## config.mk

```make
export PLATFORM = sky130hd
export DESIGN_NAME = q_pulse_meter
export DESIGN_NICKNAME = d
export VERILOG_FILES = /design/src/rtl/q_meter_pkg.sv /design/src/rtl/q_pulse_meter_fifo.sv /design/src/rtl/q_pulse_meter.sv
export SDC_FILE = /design/constraint.sdc
export NUM_CORES = 1
export LEC_CHECK = 0
export ABC_AREA = 1
export BUFFER_PORTS_ARGS = -buffer_cell sky130_fd_sc_hd__buf_2
export CORE_MARGIN = 1
export CORE_UTILIZATION = 50
export CTS_CLUSTER_SIZE = 28
export DETAILED_ROUTE_END_ITERATION = 6
export GPL_TIMING_DRIVEN = 0
export HOLD_SLACK_MARGIN = 0.03
export PLACE_DENSITY = 0.74
export SYNTH_ARGS = -nofsm -noshare
export SYNTH_HDL_FRONTEND = slang
export SYNTH_HIERARCHICAL = 1
export SYNTH_SLANG_ARGS = --single-unit
```

## constraint.sdc

```tcl
create_clock -name clk -period 2.2 [get_ports clk]
set_clock_uncertainty 0.1 [all_clocks]
set_input_delay 0.44 -clock clk [delete_from_list [all_inputs] [get_ports clk]]
set_output_delay 0.44 -clock clk [all_outputs]
set_load 0.01 [all_outputs]
```

## src/rtl/q_meter_pkg.sv

```systemverilog
// ============================================================================
// Module : q_meter_pkg
// Brief  : Shared defaults, FSM state and measurement record for q_pulse_meter.
// Rev    : 1.0
// ============================================================================
`default_nettype none

package q_meter_pkg;

    localparam int CNT_W_DEF = 8;
    localparam int DEPTH_DEF = 4;

    typedef enum logic [0:0] {
        IDLE = 1'b0,
        HIGH = 1'b1
    } state_t;

    typedef struct packed {
        logic                 sat;
        logic [CNT_W_DEF-1:0] width;
    } meas_t;

endpackage

`default_nettype wire

```

## src/rtl/q_pulse_meter_fifo.sv

```systemverilog
// ============================================================================
// Module : meas_fifo
// Brief  : Synchronous first-word-fall-through FIFO for pulse measurements.
// Rev    : 1.0
// ============================================================================
`default_nettype none

module meas_fifo
    import q_meter_pkg::*;
#(
    parameter type T     = meas_t,
    parameter int  DEPTH = DEPTH_DEF
) (
    input  logic clk,
    input  logic rst,
    input  logic push,
    input  T     push_data,
    input  logic ready,
    output T     head,
    output logic valid,
    output logic full,
    output logic drop
);

    localparam int PTR_W = $clog2(DEPTH);

    T                 mem [DEPTH];
    logic [PTR_W-1:0] wr_ptr;
    logic [PTR_W-1:0] rd_ptr;
    logic [PTR_W:0]   count;
    logic             empty;
    logic             pop;
    logic             wr_en;

    assign empty = (count == '0);
    assign full  = (count == (PTR_W+1)'(DEPTH));
    assign valid = ~empty;
    assign pop   = ready & ~empty;
    // A full FIFO still accepts a write when the head leaves in the same cycle.
    assign wr_en = push & (~full | pop);
    assign drop  = push & full & ~pop;
    assign head  = mem[rd_ptr];

    always_ff @(posedge clk) begin
        if (wr_en) begin
            mem[wr_ptr] <= push_data;
        end
    end

    always_ff @(posedge clk) begin
        if (rst) begin
            wr_ptr <= '0;
            rd_ptr <= '0;
            count  <= '0;
        end else begin
            if (wr_en) begin
                wr_ptr <= wr_ptr + 1'b1;
            end
            if (pop) begin
                rd_ptr <= rd_ptr + 1'b1;
            end
            case ({wr_en, pop})
                2'b10:   count <= count + 1'b1;
                2'b01:   count <= count - 1'b1;
                default: count <= count;
            endcase
        end
    end

endmodule

`default_nettype wire

```

## src/rtl/q_pulse_meter.sv

```systemverilog
// ============================================================================
// Module : q_pulse_meter
// Brief  : Measures high-pulse widths of an SR flip-flop Q output into a FIFO.
// Rev    : 1.0
// ============================================================================
`default_nettype none

module q_pulse_meter
    import q_meter_pkg::*;
#(
    parameter int CNT_W = CNT_W_DEF,
    parameter int DEPTH = DEPTH_DEF
) (
    input  logic             clk,
    input  logic             rst,
    input  logic             q_in,
    output logic [CNT_W-1:0] meas_width,
    output logic             meas_sat,
    output logic             meas_valid,
    input  logic             meas_ready,
    output logic             busy,
    output logic             edge_rise,
    output logic             edge_fall,
    output logic             overflow
);

    typedef struct packed {
        logic             sat;
        logic [CNT_W-1:0] width;
    } entry_t;

    localparam logic [CNT_W-1:0] CNT_MAX = '1;

    state_t           state;
    logic             q_d;
    logic [CNT_W-1:0] cnt;
    logic             sat;
    logic             rise;
    logic             fall;
    logic             push;
    logic             drop;
    logic             full;
    logic             fifo_valid;
    entry_t           push_data;
    entry_t           head;

    assign rise      = q_in & ~q_d;
    assign fall      = ~q_in & q_d;
    // The push happens on the edge that samples the fall so the entry is visible one cycle later.
    assign push      = (state == HIGH) & fall;
    assign push_data = '{sat: sat, width: cnt};

    always_ff @(posedge clk) begin
        if (rst) begin
            q_d       <= 1'b0;
            state     <= IDLE;
            cnt       <= '0;
            sat       <= 1'b0;
            busy      <= 1'b0;
            edge_rise <= 1'b0;
            edge_fall <= 1'b0;
            overflow  <= 1'b0;
        end else begin
            q_d       <= q_in;
            edge_rise <= rise;
            edge_fall <= fall;
            if (drop) begin
                overflow <= 1'b1;
            end
            case (state)
                IDLE: begin
                    if (rise) begin
                        state <= HIGH;
                        cnt   <= CNT_W'(1);
                        sat   <= (CNT_W == 1);
                        busy  <= 1'b1;
                    end
                end
                HIGH: begin
                    if (q_in) begin
                        if (cnt != CNT_MAX) begin
                            cnt <= cnt + 1'b1;
                        end
                        if (cnt >= CNT_MAX - 1'b1) begin
                            sat <= 1'b1;
                        end
                    end else begin
                        state <= IDLE;
                        busy  <= 1'b0;
                    end
                end
                default: state <= IDLE;
            endcase
        end
    end

    meas_fifo #(
        .T     (entry_t),
        .DEPTH (DEPTH)
    ) u_fifo (
        .clk       (clk),
        .rst       (rst),
        .push      (push),
        .push_data (push_data),
        .ready     (meas_ready),
        .head      (head),
        .valid     (fifo_valid),
        .full      (full),
        .drop      (drop)
    );

    // Head data is forced to zero while empty so reset leaves every output at 0.
    assign meas_valid = fifo_valid;
    assign meas_width = fifo_valid ? head.width : '0;
    assign meas_sat   = fifo_valid & head.sat;

endmodule

`default_nettype wire

```

==> metrics.txt <==
# TYPE chip_impl_metric gauge
chip_impl_metric{name="internal_power",unit="mW"} 1.796
chip_impl_info{name="critical_path_class",value="register to register"} 1
chip_impl_metric{name="die-width",unit="um"} 74.92
chip_impl_metric{name="hold_slack",unit="ns"} 0.1999
chip_impl_metric{name="detail-route-antenna-nets",unit=""} 0
chip_impl_metric{name="fp.dieH",unit="um"} 74.92
chip_impl_info{name="critical_path.startpoint",value="state"} 1
chip_impl_metric{name="fin_area",unit="mm^2"} 0.003002
chip_impl_metric{name="routed_wl",unit="mm"} 4.889
chip_impl_metric{name="ratio_of_cells_with_drive_above_1_in_the_final_layout",unit=""} 0.1688
chip_impl_metric{name="antenna-diode-count",unit=""} 0
chip_impl_metric{name="power.density_cell_area",unit="mW/mm^2"} 827.4
chip_impl_metric{name="post_synth.cell_area_avg",unit="um^2"} 9.462
chip_impl_metric{name="power_switching_share",unit=""} 0.2770
chip_impl_metric{name="setup_viol",unit=""} 0
chip_impl_metric{name="total_leakage_power",unit="nW"} 1.217
chip_impl_metric{name="post_drt_via_cell_ratio",unit=""} 5.063
chip_impl_metric{name="drt_first_pass_iters",unit=""} 5
chip_impl_metric{name="clock_sink_count",unit=""} 60
chip_impl_metric{name="timing.fmax",unit="MHz"} 479.3
chip_impl_metric{name="count_of_routing_violations_after_the_opening_detailed_route_iteration",unit=""} 138
chip_impl_metric{name="critical_path_arrival",unit="ns"} 1.94
chip_impl_info{name="hold_class",value="input port to register"} 1
chip_impl_metric{name="post_dp_cell_area",unit="mm^2"} 0.002831
chip_impl_info{name="clockRootBuffer",value="sky130_fd_sc_hd__clkbuf_8"} 1
chip_impl_metric{name="final_count_of_pins_violating_max_slew",unit=""} 0
chip_impl_metric{name="grt_pass1_vias",unit=""} 1757
chip_impl_metric{name="die-area",unit="mm^2"} 0.005613
chip_impl_metric{name="post-route-min-period",unit="ns"} 2.086
chip_impl_metric{name="vias",unit=""} 1944
chip_impl_metric{name="ctsLongestPathBuffers",unit=""} 2
chip_impl_metric{name="finished_core_util",unit=""} 0.5877
chip_impl_metric{name="place.gp.congestion",unit=""} 0.8144
chip_impl_metric{name="slew_headroom",unit=""} 0.4093
chip_impl_info{name="timing.rr.start",value="state"} 1
chip_impl_metric{name="holdBufCountCts",unit=""} 0
chip_impl_metric{name="syn-instance-count",unit=""} 281
chip_impl_metric{name="clk-insertion-delay-late",unit="ns"} 0.33
chip_impl_metric{name="min_period_over_period",unit=""} 0.9484
chip_impl_metric{name="antenna_found_initial",unit=""} 0
chip_impl_metric{name="core_area",unit="mm^2"} 0.005107
chip_impl_metric{name="critPathRequiredTime",unit="ns"} 2.06
chip_impl_metric{name="std_cell_rows",unit=""} 26
chip_impl_metric{name="drv.max_cap_violation_count",unit=""} 0
chip_impl_metric{name="power.ir.vdd_worst",unit="mV"} 0.4267
chip_impl_info{name="hold_start",value="q_in"} 1
chip_impl_info{name="tritoncts",value="built"} 1
chip_impl_metric{name="finalHoldViolCount",unit=""} 0
chip_impl_metric{name="power_switching",unit="mW"} 0.6880
chip_impl_metric{name="detailedPlace.worstSlack",unit="ns"} -0.3009
chip_impl_metric{name="detailedPlacementHpwl",unit="mm"} 3.222
chip_impl_metric{name="cts_htree_levels",unit=""} 3
chip_impl_metric{name="tightest_slew",unit="ns"} 0.8828
chip_impl_metric{name="fin_nets",unit=""} 321
chip_impl_metric{name="design_power_total",unit="mW"} 2.484
chip_impl_metric{name="cp_max_fo",unit=""} 9
chip_impl_metric{name="p_seq_frac",unit=""} 0.498
chip_impl_metric{name="drc",unit=""} 0
chip_impl_metric{name="grt_use_total",unit=""} 0.2018
chip_impl_info{name="final_cell_mix",value="sky130_fd_sc_hd__nand2_1 (46), sky130_fd_sc_hd__inv_1 (43), sky130_fd_sc_hd__nor2_1 (41)"} 1
chip_impl_metric{name="final.setup.worst_slack",unit="ns"} 0.1136
chip_impl_metric{name="path_clk_slew",unit="ns"} 0.06
chip_impl_info{name="crit_path_start_kind",value="register"} 1
chip_impl_metric{name="syn-cell-area",unit="mm^2"} 0.002659
chip_impl_info{name="mostFrequentLayoutCell",value="sky130_fd_sc_hd__nand2_1"} 1
chip_impl_metric{name="synth.yosys.warnings",unit=""} 6
chip_impl_metric{name="port_buffers",unit=""} 17
chip_impl_metric{name="p_clk_frac",unit=""} 0.332
chip_impl_metric{name="comb_power_share",unit=""} 0.171
chip_impl_metric{name="fillerInstances",unit=""} 457
chip_impl_metric{name="io-pin-count",unit=""} 18
chip_impl_info{name="status",value="complete, no violations"} 1
chip_impl_metric{name="start_util",unit=""} 0.5206
chip_impl_metric{name="drt-wirelength-per-cell",unit="um"} 12.73
chip_impl_metric{name="grt_max_degree",unit=""} 11
chip_impl_info{name="setup_repair_after_global_routing_missed_its_margin",value="yes"} 1
chip_impl_info{name="setup.worst_path.end_class",value="register"} 1
chip_impl_metric{name="grt_pass1_wl",unit="mm"} 7.955
chip_impl_metric{name="area_growth",unit="%"} 12.89
chip_impl_metric{name="cts_inserted_buffers",unit=""} 9
chip_impl_metric{name="grt_overflow_total",unit=""} 0
chip_impl_metric{name="synthesized_nets",unit=""} 293
timing repair:
| action | CTS | global route |
|---|---|---|
| setup endpoints to repair | 27 | 47 |
| buffers inserted | 0 | 0 |
| gates cloned | 0 | 0 |
| gates resized for setup | 0 | 5 |
sequential cells by signal (all words and copies together) (netlist names), named ones only:
| name | flops |
|---|---|
| overflow | 1 |
| edge_rise | 1 |
| busy | 1 |
| u_fifo/count | 3 |
| sat | 1 |
| state | 1 |
| edge_fall | 1 |
| cnt | 8 |
| q_d | 1 |
| u_fifo/rd_ptr | 2 |
| u_fifo/wr_ptr | 2 |
| u_fifo/mem | 36 |
through the flow:
stage,TNS [ns],instances
after floorplan,0,281
after global placement,-9.224,368
after detailed placement,-9.802,368
after CTS,-1.030,384
after global routing,-0.6605,384
final,0,384
power groups by stage:
stage | clock, mW | combinational [mW] | sequential, mW
after detailed placement | 0 | 0.423 | 1.26
after global placement | 0 | 0.410 | 1.26
after CTS | 0.845 | 0.423 | 1.24
after global routing | 0.887 | 0.483 | 1.24
final | 0.824 | 0.423 | 1.24
after floorplan | 0 | 0.296 | 1.26
worst max-delay path: stages (launching register included):
cell	delay [ns]
sky130_fd_sc_hd__dfxtp_1	0.45
sky130_fd_sc_hd__nand2_1	0.13
sky130_fd_sc_hd__nor2_2	0.22
sky130_fd_sc_hd__nand2_2	0.13
sky130_fd_sc_hd__nor2_1	0.68
routing by layer:
metal  global-route usage  vias to the layer above  part of all wire
li1                     -                      977                 -
met1               0.2557                      905              0.47
met2               0.3153                       49              0.47
met3              0.06426                       13             0.043
met4              0.09644                        0             0.020
met5                    0                        -                 0
cell type report:
cell class / instances / area (um^2) / area share
Inverter: 47 / 183.9 / 0.06128
Timing Repair Buffer: 17 / 85.08 / 0.02835
Multi-Input combinational cell: 169 / 877.1 / 0.2922
Tap cell: 70 / 87.58 / 0.02918
Clock buffer: 13 / 148.9 / 0.04960
Clock inverter: 3 / 13.76 / 0.004585
Sequential cell: 60 / 1563 / 0.5206
Buffer: 5 / 42.54 / 0.01417
path summary, 6_finish.rpt:
kind,end,slack (ns),cells past startpoint
hold reg to reg,busy,0.38,2
setup reg to reg,u_fifo/mem[3][0],0.11,4
setup / recovery,u_fifo/mem[3][0],0.11,4
hold / removal,edge_fall,0.20,2
Note: power is estimated with default switching activity, not from simulation.
